**src/rtl/mips_pkg.sv**
```systemverilog
// Shared types and constants for the multicycle MIPS instruction-fetch path.
package mips_pkg;

    // Fetch sequencer states.
    typedef enum logic {
        IDLE = 1'b0,
        RUN  = 1'b1
    } fetch_state_t;

    // Bytes per instruction word and read latency of the byte-wide memory.
    localparam int INSTR_BYTES = 4;
    localparam int MEM_LAT     = 1;

    // Shared widths.
    localparam int BYTE_W    = 8;
    localparam int INSTR_W   = INSTR_BYTES * BYTE_W;
    localparam int ISS_CNT_W = $clog2(INSTR_BYTES + 1);  // counts 0..INSTR_BYTES
    localparam int CAP_CNT_W = $clog2(INSTR_BYTES);      // counts 0..INSTR_BYTES-1

    // A PC is usable only when it points at a word boundary.
    function automatic logic is_word_aligned(input logic [1:0] pc_lsb);
        return (pc_lsb == 2'b00);
    endfunction

endpackage

```
**src/rtl/byte_assembler.sv**
```systemverilog
// Shift register that collects instruction bytes in arrival order and
// presents the word as it would look once the current byte is shifted in.
module byte_assembler
    import mips_pkg::*;
#(
    parameter bit BIG_ENDIAN = 1'b0
) (
    input  logic               clk_i,
    input  logic               rst_i,
    input  logic               load_i,
    input  logic               clear_i,
    input  logic [BYTE_W-1:0]  byte_i,
    output logic [INSTR_W-1:0] word_o
);

    logic [INSTR_W-1:0] shift_q;
    logic [INSTR_W-1:0] shift_d;

    // Little-endian shifts new bytes in from the top so the first byte ends
    // in the least-significant lane; big-endian shifts in from the bottom so
    // the first byte ends in the most-significant lane.
    if (BIG_ENDIAN) begin : g_big
        always_comb shift_d = {shift_q[INSTR_W-BYTE_W-1:0], byte_i};
    end else begin : g_little
        always_comb shift_d = {byte_i, shift_q[INSTR_W-1:BYTE_W]};
    end

    // The owner commits word_o on the last load, so it already includes byte_i.
    assign word_o = shift_d;

    // Hold partial bytes; clear has priority so a completed or aborted word
    // never leaks into the next fetch.
    always_ff @(posedge clk_i or posedge rst_i) begin
        if (rst_i) begin
            shift_q <= '0;
        end else if (clear_i) begin
            shift_q <= '0;
        end else if (load_i) begin
            shift_q <= shift_d;
        end
    end

endmodule

```
**src/rtl/instr_fetch_unit.sv**
```systemverilog
// Instruction fetch unit: reads four consecutive bytes from the byte-wide
// instruction memory, assembles them into a word and hands it to decode with
// a one-cycle valid pulse. Rejects misaligned PCs and supports flush.
module instr_fetch_unit
    import mips_pkg::*;
#(
    parameter int ADDR_W     = 6,
    parameter bit BIG_ENDIAN = 1'b0
) (
    input  logic              clk_i,
    input  logic              rst_i,
    input  logic              fetch_req_i,
    input  logic              flush_i,
    input  logic [31:0]       pc_i,
    output logic [ADDR_W-1:0] mem_addr_o,
    input  logic [7:0]        mem_rdata_i,
    output logic [31:0]       instr_o,
    output logic              instr_valid_o,
    output logic              busy_o,
    output logic              misalign_o
);

    fetch_state_t         state_q;
    logic [ADDR_W-1:0]    base_q;
    logic [ADDR_W-1:0]    mem_addr_q;
    logic [ISS_CNT_W-1:0] iss_cnt_q;
    logic [CAP_CNT_W-1:0] cap_cnt_q;
    logic                 iss_vld_q;
    logic [MEM_LAT-1:0]   rd_pipe_q;
    logic [INSTR_W-1:0]   instr_q;
    logic                 valid_q;
    logic                 busy_q;
    logic                 misalign_q;

    logic [ADDR_W-1:0]    mem_addr_d;
    logic [MEM_LAT-1:0]   rd_pipe_d;
    logic [INSTR_W-1:0]   instr_d;
    logic                 rd_pend;
    logic                 iss_more;
    logic                 cap_en;
    logic                 cap_last;
    logic                 asm_clear;

    // Only the low ADDR_W bits of the PC address the 64-byte memory.
    logic pc_hi_unused;
    assign pc_hi_unused = ^pc_i[31:ADDR_W];

    // Next issue address wraps naturally modulo 2^ADDR_W.
    assign mem_addr_d = base_q + ADDR_W'(iss_cnt_q);
    assign iss_more   = (iss_cnt_q < ISS_CNT_W'(INSTR_BYTES));

    // Read-pending flag: an issued address returns data MEM_LAT cycles later,
    // so capture can never happen in the cycle directly after acceptance.
    assign rd_pipe_d  = MEM_LAT'({rd_pipe_q, iss_vld_q});
    assign rd_pend    = rd_pipe_q[MEM_LAT-1];

    assign cap_en     = (state_q == RUN) && !flush_i && rd_pend;
    assign cap_last   = cap_en && (cap_cnt_q == CAP_CNT_W'(INSTR_BYTES - 1));
    assign asm_clear  = (state_q == RUN) && (flush_i || cap_last);

    byte_assembler #(
        .BIG_ENDIAN (BIG_ENDIAN)
    ) u_asm (
        .clk_i   (clk_i),
        .rst_i   (rst_i),
        .load_i  (cap_en),
        .clear_i (asm_clear),
        .byte_i  (mem_rdata_i),
        .word_o  (instr_d)
    );

    // Fetch sequencer: accepts requests in IDLE, issues addresses and counts
    // captured bytes in RUN, and owns every registered output.
    always_ff @(posedge clk_i or posedge rst_i) begin
        if (rst_i) begin
            state_q    <= IDLE;
            base_q     <= '0;
            mem_addr_q <= '0;
            iss_cnt_q  <= '0;
            cap_cnt_q  <= '0;
            iss_vld_q  <= 1'b0;
            rd_pipe_q  <= '0;
            instr_q    <= '0;
            valid_q    <= 1'b0;
            busy_q     <= 1'b0;
            misalign_q <= 1'b0;
        end else begin
            valid_q    <= 1'b0;
            misalign_q <= 1'b0;
            case (state_q)
                IDLE: begin
                    // Flush dominates a simultaneous request.
                    if (!flush_i && fetch_req_i) begin
                        if (is_word_aligned(pc_i[1:0])) begin
                            state_q    <= RUN;
                            busy_q     <= 1'b1;
                            base_q     <= pc_i[ADDR_W-1:0];
                            mem_addr_q <= pc_i[ADDR_W-1:0];
                            iss_cnt_q  <= ISS_CNT_W'(1);
                            cap_cnt_q  <= '0;
                            iss_vld_q  <= 1'b1;
                            rd_pipe_q  <= '0;
                        end else begin
                            misalign_q <= 1'b1;
                        end
                    end
                end
                RUN: begin
                    if (flush_i) begin
                        state_q   <= IDLE;
                        busy_q    <= 1'b0;
                        iss_cnt_q <= '0;
                        cap_cnt_q <= '0;
                        iss_vld_q <= 1'b0;
                        rd_pipe_q <= '0;
                    end else begin
                        rd_pipe_q <= rd_pipe_d;
                        if (iss_more) begin
                            mem_addr_q <= mem_addr_d;
                            iss_cnt_q  <= iss_cnt_q + ISS_CNT_W'(1);
                            iss_vld_q  <= 1'b1;
                        end else begin
                            iss_vld_q  <= 1'b0;
                        end
                        if (cap_last) begin
                            instr_q   <= instr_d;
                            valid_q   <= 1'b1;
                            state_q   <= IDLE;
                            busy_q    <= 1'b0;
                            iss_cnt_q <= '0;
                            cap_cnt_q <= '0;
                            iss_vld_q <= 1'b0;
                            rd_pipe_q <= '0;
                        end else if (cap_en) begin
                            cap_cnt_q <= cap_cnt_q + CAP_CNT_W'(1);
                        end
                    end
                end
                default: begin
                    state_q <= IDLE;
                    busy_q  <= 1'b0;
                end
            endcase
        end
    end

    assign mem_addr_o    = mem_addr_q;
    assign instr_o       = instr_q;
    assign instr_valid_o = valid_q;
    assign busy_o        = busy_q;
    assign misalign_o    = misalign_q;

endmodule

```
**config.mk**
```make
export PLATFORM = sky130hd
export DESIGN_NAME = instr_fetch_unit
export DESIGN_NICKNAME = d
export VERILOG_FILES = /design/src/rtl/mips_pkg.sv /design/src/rtl/byte_assembler.sv /design/src/rtl/instr_fetch_unit.sv
export SDC_FILE = /design/constraint.sdc
export NUM_CORES = 1
export LEC_CHECK = 0
export CAP_MARGIN = 0
export CORE_UTILIZATION = 45
export CTS_CLUSTER_DIAMETER = 200
export DETAILED_ROUTE_END_ITERATION = 12
export PLACE_DENSITY = 0.84
export SLEW_MARGIN = 20
export SYNTH_ARGS = -nofsm -noshare
export SYNTH_HDL_FRONTEND = slang
export SYNTH_SLANG_ARGS = --single-unit
```
**constraint.sdc**
```tcl
create_clock -name clk_i -period 5 [get_ports clk_i]
set_input_delay 1.5 -clock clk_i [delete_from_list [all_inputs] [get_ports clk_i]]
set_output_delay 1.5 -clock clk_i [all_outputs]
set_load 0.05 [all_outputs]
```
==> flow_summary.yaml, run 1 <==
cts:
  clk_pin_slew_ns: 0.08
  cts_hold_buf: 0
  clock_path_buffers: 2
  cts_resized: 0
  post-cts-setup-buffers: 0
  cts_tree: "yes"
  cts-root-buf: "clkbuf_8"
  worstSkewPairLatency_ns: 0.34
  ctsHtreeMaxLevel: 3
  cts.sinks: 79
  cts_made_buffers: 9
route:
  route.vias.total: 2265
  routed_wl_um: 6400
  wl_per_cell_um: 14.3
  via_per_inst: 5.06
  ant_nets: 0
  drtIter0Drc: 124
  firstDrtPassIters: 4
  drt_drc_violations_left: 0
sta:
  rsz0062_at_grt: "no"
  finalCriticalPeriod_ns: 3.30
  post-route-period-util: 0.660
  drv_slew: 0
  fmax_mhz: 303
  max-slew-margin-rel: 0.283
  fin_setup_tns_ns: 0
  setup_ws_ns: 1.70
  tightest_slew_ns: 1.07
  setup_viol: 0
  hold_violations: 0
  skew_ns: 0.00540
logic_synthesis:
  synth_area_um2: 3290
  ys_warn_count: 0
  synth-edff-count: 0
  yosysMostFrequentCell: "dfrtp_1"
  syn_avg_cell_area_um2: 11.3
  async_reset_ff_frac: 1.00
  yosysTopAreaCell: "dfrtp_1"
  synth_cell_type_count: 36
  postSynthCellCount: 290
  synth_top_cell_area_share: 0.601
  ys_seq_elements: 79
  synthFlopType: "dfrtp_1"
  syn_nets: 340
  synth_common_cells: "dfrtp_1, nand2_1, mux2_2"
  ys_seq_area_frac: 0.601
  yosys-top-cells-area: "dfrtp_1, mux2_2, nand2_1"
critical_path:
  endpoint_kind: "flip-flop"
  start_kind: "primary input"
  crit_start: "flush_i"
  crit_path_max_fanout: 33
  reg2reg_slack_ns: 2.78
  worstSetupPathType: "primary input to flip-flop"
  regToRegStartpoint: "state_q"
  arrival_ns: 3.53
  critPathRequiredTime_ns: 5.22
global_routing:
  grt.met1_usage: 0.249
  grt_pass1_wl_um: 10700
  grt_use_total: 0.183
  antenna_found_initial: 0
  grt_pass1_vias: 2268
  top_usage_layer: "met2"
  met2_usage: 0.281
  grt_overflow: 0
  met3_usage: 0.0379
  grt_max_degree: 57
pwr:
  net-switching-power_uw: 412
  static-leakage-power_nw: 1.88
  irDropWorstVdd_mv: 0.148
  p_seq_frac: 0.523
  clockPowerShare: 0.314
  p_total_mw: 1.40
  p_comb_frac: 0.163
  swShare: 0.295
  power.internal_uw: 984
  powerDensity_nw_per_um2: 341
die:
  start_util: 0.476
  num_rows: 30
  coreArea_um2: 6910
  io_pins: 85
  die_h_um: 87.5
  die_w_um: 87.5
  die_area_um2: 7650
run_status:
  outcome: "completed"
place:
  port_buffers: 58
  gp_congestion: 0.842
  preCtsSetupSlack_ns: 1.33
  hpwl_um: 4300
cells_and_area:
  diodes: 0
  fillCellCount: 591
  drive_gt1_frac: 0.156
  nNetsFinal: 397
  area_delta_synth_final_pct: 24.6
job:
  cap_violations: 0
min_path:
  worstHoldStart: "mem_addr_o[2]"
  hp-class: "flip-flop to flip-flop"
## final cells by class
type	instances	area, um^2	area share
inverter	8	31.3	0.00764
tap	96	120	0.0293
sequential	79	1980	0.483
timing repair buffer	59	588	0.144
multi-input combinational	190	1190	0.292
clock buffer	12	155	0.0379
clock inverter	4	28.8	0.00703
## logic make-up after synthesis
| group | Yosys count | synth area share |
|---|---|---|
| AOI/OAI and AO/OA | 49 | 0.0822 |
| xor gates and xnor gates | 4 | 0.0107 |
| adders and majority gates | 6 | 0.0251 |
| buffers and inverters | 21 | 0.0358 |
| DFF | 79 | 0.601 |
| muxes | 34 | 0.116 |
| and+or+nand+nor | 97 | 0.129 |
## through the flow
stage | util | instance area (um^2) | instances | hold WS (ns)
floorplan | - | 3290 | 290 | 0.451
global placement | 0.566 | 3910 | 432 | 0.467
detailed placement | 0.566 | 3910 | 432 | 0.475
CTS | 0.593 | 4100 | 448 | 0.496
global route | 0.593 | 4100 | 448 | 0.519
finish | 0.593 | 4100 | 448 | 0.493
## final timing paths
path,endpoint,cells past startpoint
setup reg to reg,instr_o[22],3
hold / removal,mem_addr_o[2],2
setup / recovery,instr_o[22],4
hold reg to reg,mem_addr_o[2],2
max in group asynchronous,instr_o[4],3
min in group asynchronous,mem_addr_o[0],2
## worst max-delay path, stage by stage
cell	delay (ns)
clkdlybuf4s50_1	0.51
and2b_1	0.29
nand3_2	0.66
mux2_2	0.55
## registers in the layout (all words and copies together) (netlist names)
signal / flops
cap_cnt_q: 2
iss_cnt_q: 3
misalign_o: 1
state_q: 1
busy_o: 1
instr_valid_o: 1
iss_vld_q: 1
instr_o: 32
rd_pend: 1
mem_addr_o: 6
base_q: 6
u_asm.shift_q: 24
## placed cells by master, fill, tap and decap left out, types with 2 or more instances in the layout
master           count
dfrtp_1             79
clkbuf_8            11
nand2_1             74
clkdlybuf4s50_1     58
o211ai_1             2
ha_1                 5
o22ai_1              2
a21oi_1             30
inv_1                7
mux2i_1              2
o21ai_0              6
xnor2_1              3
o21ai_1              4
clkinv_2             2
nand2b_1             2
nor2_1               8
clkinvlp_4           2
mux2_2              32
## power by group through the flow
stage,registers (mW),logic [mW],clock network [mW]
after floorplan,0.791,0.0989,0
after global placement,0.738,0.221,0
after detailed placement,0.742,0.228,0
after CTS,0.729,0.229,0.444
after global routing,0.736,0.250,0.469
final,0.729,0.228,0.439
## metal layers
metal / up-vias / wire (um)
li1: 1089 / -
met1: 1100 / 3070
met2: 61 / 2890
met3: 15 / 298
met4: 0 / 141
met5: - / 0
Note: power is estimated with default switching activity, not from simulation.
==> inputs of run 2 (changes only) <==
==> constraint.sdc (replaced) <==
create_clock -name clk_i -period 3.3 [get_ports clk_i]
set_input_delay 0.99 -clock clk_i [delete_from_list [all_inputs] [get_ports clk_i]]
set_output_delay 0.99 -clock clk_i [all_outputs]
set_load 0.05 [all_outputs]
==> run 2 against run 1 <==
Against the previous run: non-clock buffer count rose by 5; critical path depth decreased by 3; wire length grew 2.7%; utilization increased by 1.9 points; register-to-register slack worse by 1.3 ns; clock power up 96%; setup slack worse by 0.92 ns; via count rose by 0.88%.
==> flow_summary.yaml, run 2 (synthesis results as in run 1) <==
run_status:
  outcome: "completed"
cts:
  cts_resized: 0
  cts-root-buf: "clkbuf_8"
  cts_made_buffers: 9
  worstSkewPairLatency_ns: 0.35
  ctsHtreeMaxLevel: 3
  clock_path_buffers: 2
  cts_hold_buf: 0
  cts_tree: "yes"
  post-cts-setup-buffers: 0
  cts.sinks: 79
  clk_pin_slew_ns: 0.08
route:
  routed_wl_um: 6570
  firstDrtPassIters: 4
  route.vias.total: 2285
  via_per_inst: 5.04
  ant_nets: 0
  wl_per_cell_um: 14.5
  drt_drc_violations_left: 0
  drtIter0Drc: 104
die:
  io_pins: 85
  die_area_um2: 7650
  coreArea_um2: 6910
  num_rows: 30
  start_util: 0.476
  die_w_um: 87.5
  die_h_um: 87.5
critical_path:
  crit_family: "buffers and inverters"
  rr_worst_depth: 5
  start_kind: "flip-flop"
  cpPeakStageDelay_ns: 0.81
  crit_buf_inv: 1
  endpoint_kind: "output pin"
  crit_path_max_fanout: 2
  cp_slowest_cell: "clkdlybuf4s50_1"
  worstSetupPathType: "flip-flop to output pin"
  worstPathCellList: "clkdlybuf4s50_1"
  crit_cells: 1
  arrival_ns: 1.53
  critPathRequiredTime_ns: 2.31
cells_and_area:
  drive_gt1_frac: 0.171
  layout_common_cells: "dfrtp_1, nand2_1, clkdlybuf4s50_1"
  nNetsFinal: 402
  diodes: 0
  area_delta_synth_final_pct: 28.7
  final_common_cell: "dfrtp_1"
  largest_register_ffs: 32
  design_area_um2: 4230
pwr:
  net-switching-power_uw: 636
  powerDensity_nw_per_um2: 548
  p_total_mw: 2.32
  irDropWorstVdd_mv: 0.259
  static-leakage-power_nw: 1.95
  swShare: 0.274
  clockPowerShare: 0.371
  power.internal_mw: 1.68
  p_comb_frac: 0.153
  p_seq_frac: 0.477
global_routing:
  antenna_found_initial: 0
  grt_use_total: 0.195
  grt_max_degree: 80
  grt_pass1_wl_um: 11000
  grt_pass1_vias: 2387
  grt_overflow: 0
sta:
  rsz0062_at_grt: "no"
  fin_setup_tns_ns: 0
  setup_viol: 0
  post-route-period-util: 0.765
  tightest_slew_ns: 0.583
  skew_ns: 0.00953
  finalCriticalPeriod_ns: 2.52
  drv_slew: 0
  fmax_mhz: 396
  max-slew-margin-rel: 0.606
  hold_violations: 0
place:
  placed_area_um2: 3990
  port_buffers: 58
  gp_congestion: 0.833
  hpwl_um: 4330
min_path:
  hold_path_depth: 2
  hp-class: "flip-flop to flip-flop"
job:
  cap_violations: 0
-- run 2: final timing paths --
check / startpoint / to / slack [ns]
worst max-delay path: instr_o[11] / instr_o[11] / 0.78
worst min-delay path: mem_addr_o[2] / mem_addr_o[2] / 0.48
worst max register to register: state_q / mem_addr_o[4] / 1.47
worst min register to register: mem_addr_o[2] / mem_addr_o[2] / 0.48
max in group asynchronous: rst_i / busy_o / 1.93
min in group asynchronous: rst_i / mem_addr_o[5] / 1.05
-- run 2: power by group through the flow --
stage | sequential, mW | clock, mW | combinational [mW]
3_5_place_dp | 1.12 | 0 | 0.354
4_1_cts | 1.10 | 0.876 | 0.357
2_1_floorplan | 1.20 | 0 | 0.150
5_1_grt | 1.12 | 0.909 | 0.388
6_report | 1.11 | 0.859 | 0.354
3_3_place_gp | 1.12 | 0 | 0.341
-- run 2: metal layers --
metal | wire length [um] | global-route usage | share of wire
met1 | 2990 | 0.242 | 0.45
met2 | 3150 | 0.315 | 0.48
met3 | 292 | 0.0464 | 0.044
met4 | 144 | 0.110 | 0.022
met5 | 0 | 0 | 0
-- run 2: stage by stage --
stage / hold slack (ns) / std cells / worst slack (ns) / utilization
after floorplan: 0.451 / 290 / 0.287 / -
after global placement: 0.466 / 437 / 0.608 / 0.577
after detailed placement: 0.476 / 437 / 0.507 / 0.577
after CTS: 0.494 / 453 / 0.755 / 0.612
after global routing: 0.518 / 453 / 0.725 / 0.612
final: 0.485 / 453 / 0.777 / 0.612
-- run 2: layout make-up --
class                           instances  area, um^2
Sequential cell                        79        1980
Timing Repair Buffer                   64         663
Clock buffer                            9         124
Inverter                                8        31.3
Clock inverter                          7         119
Tap cell                               96         120
Multi-Input combinational cell        190        1190
Fill cell                             581        2680
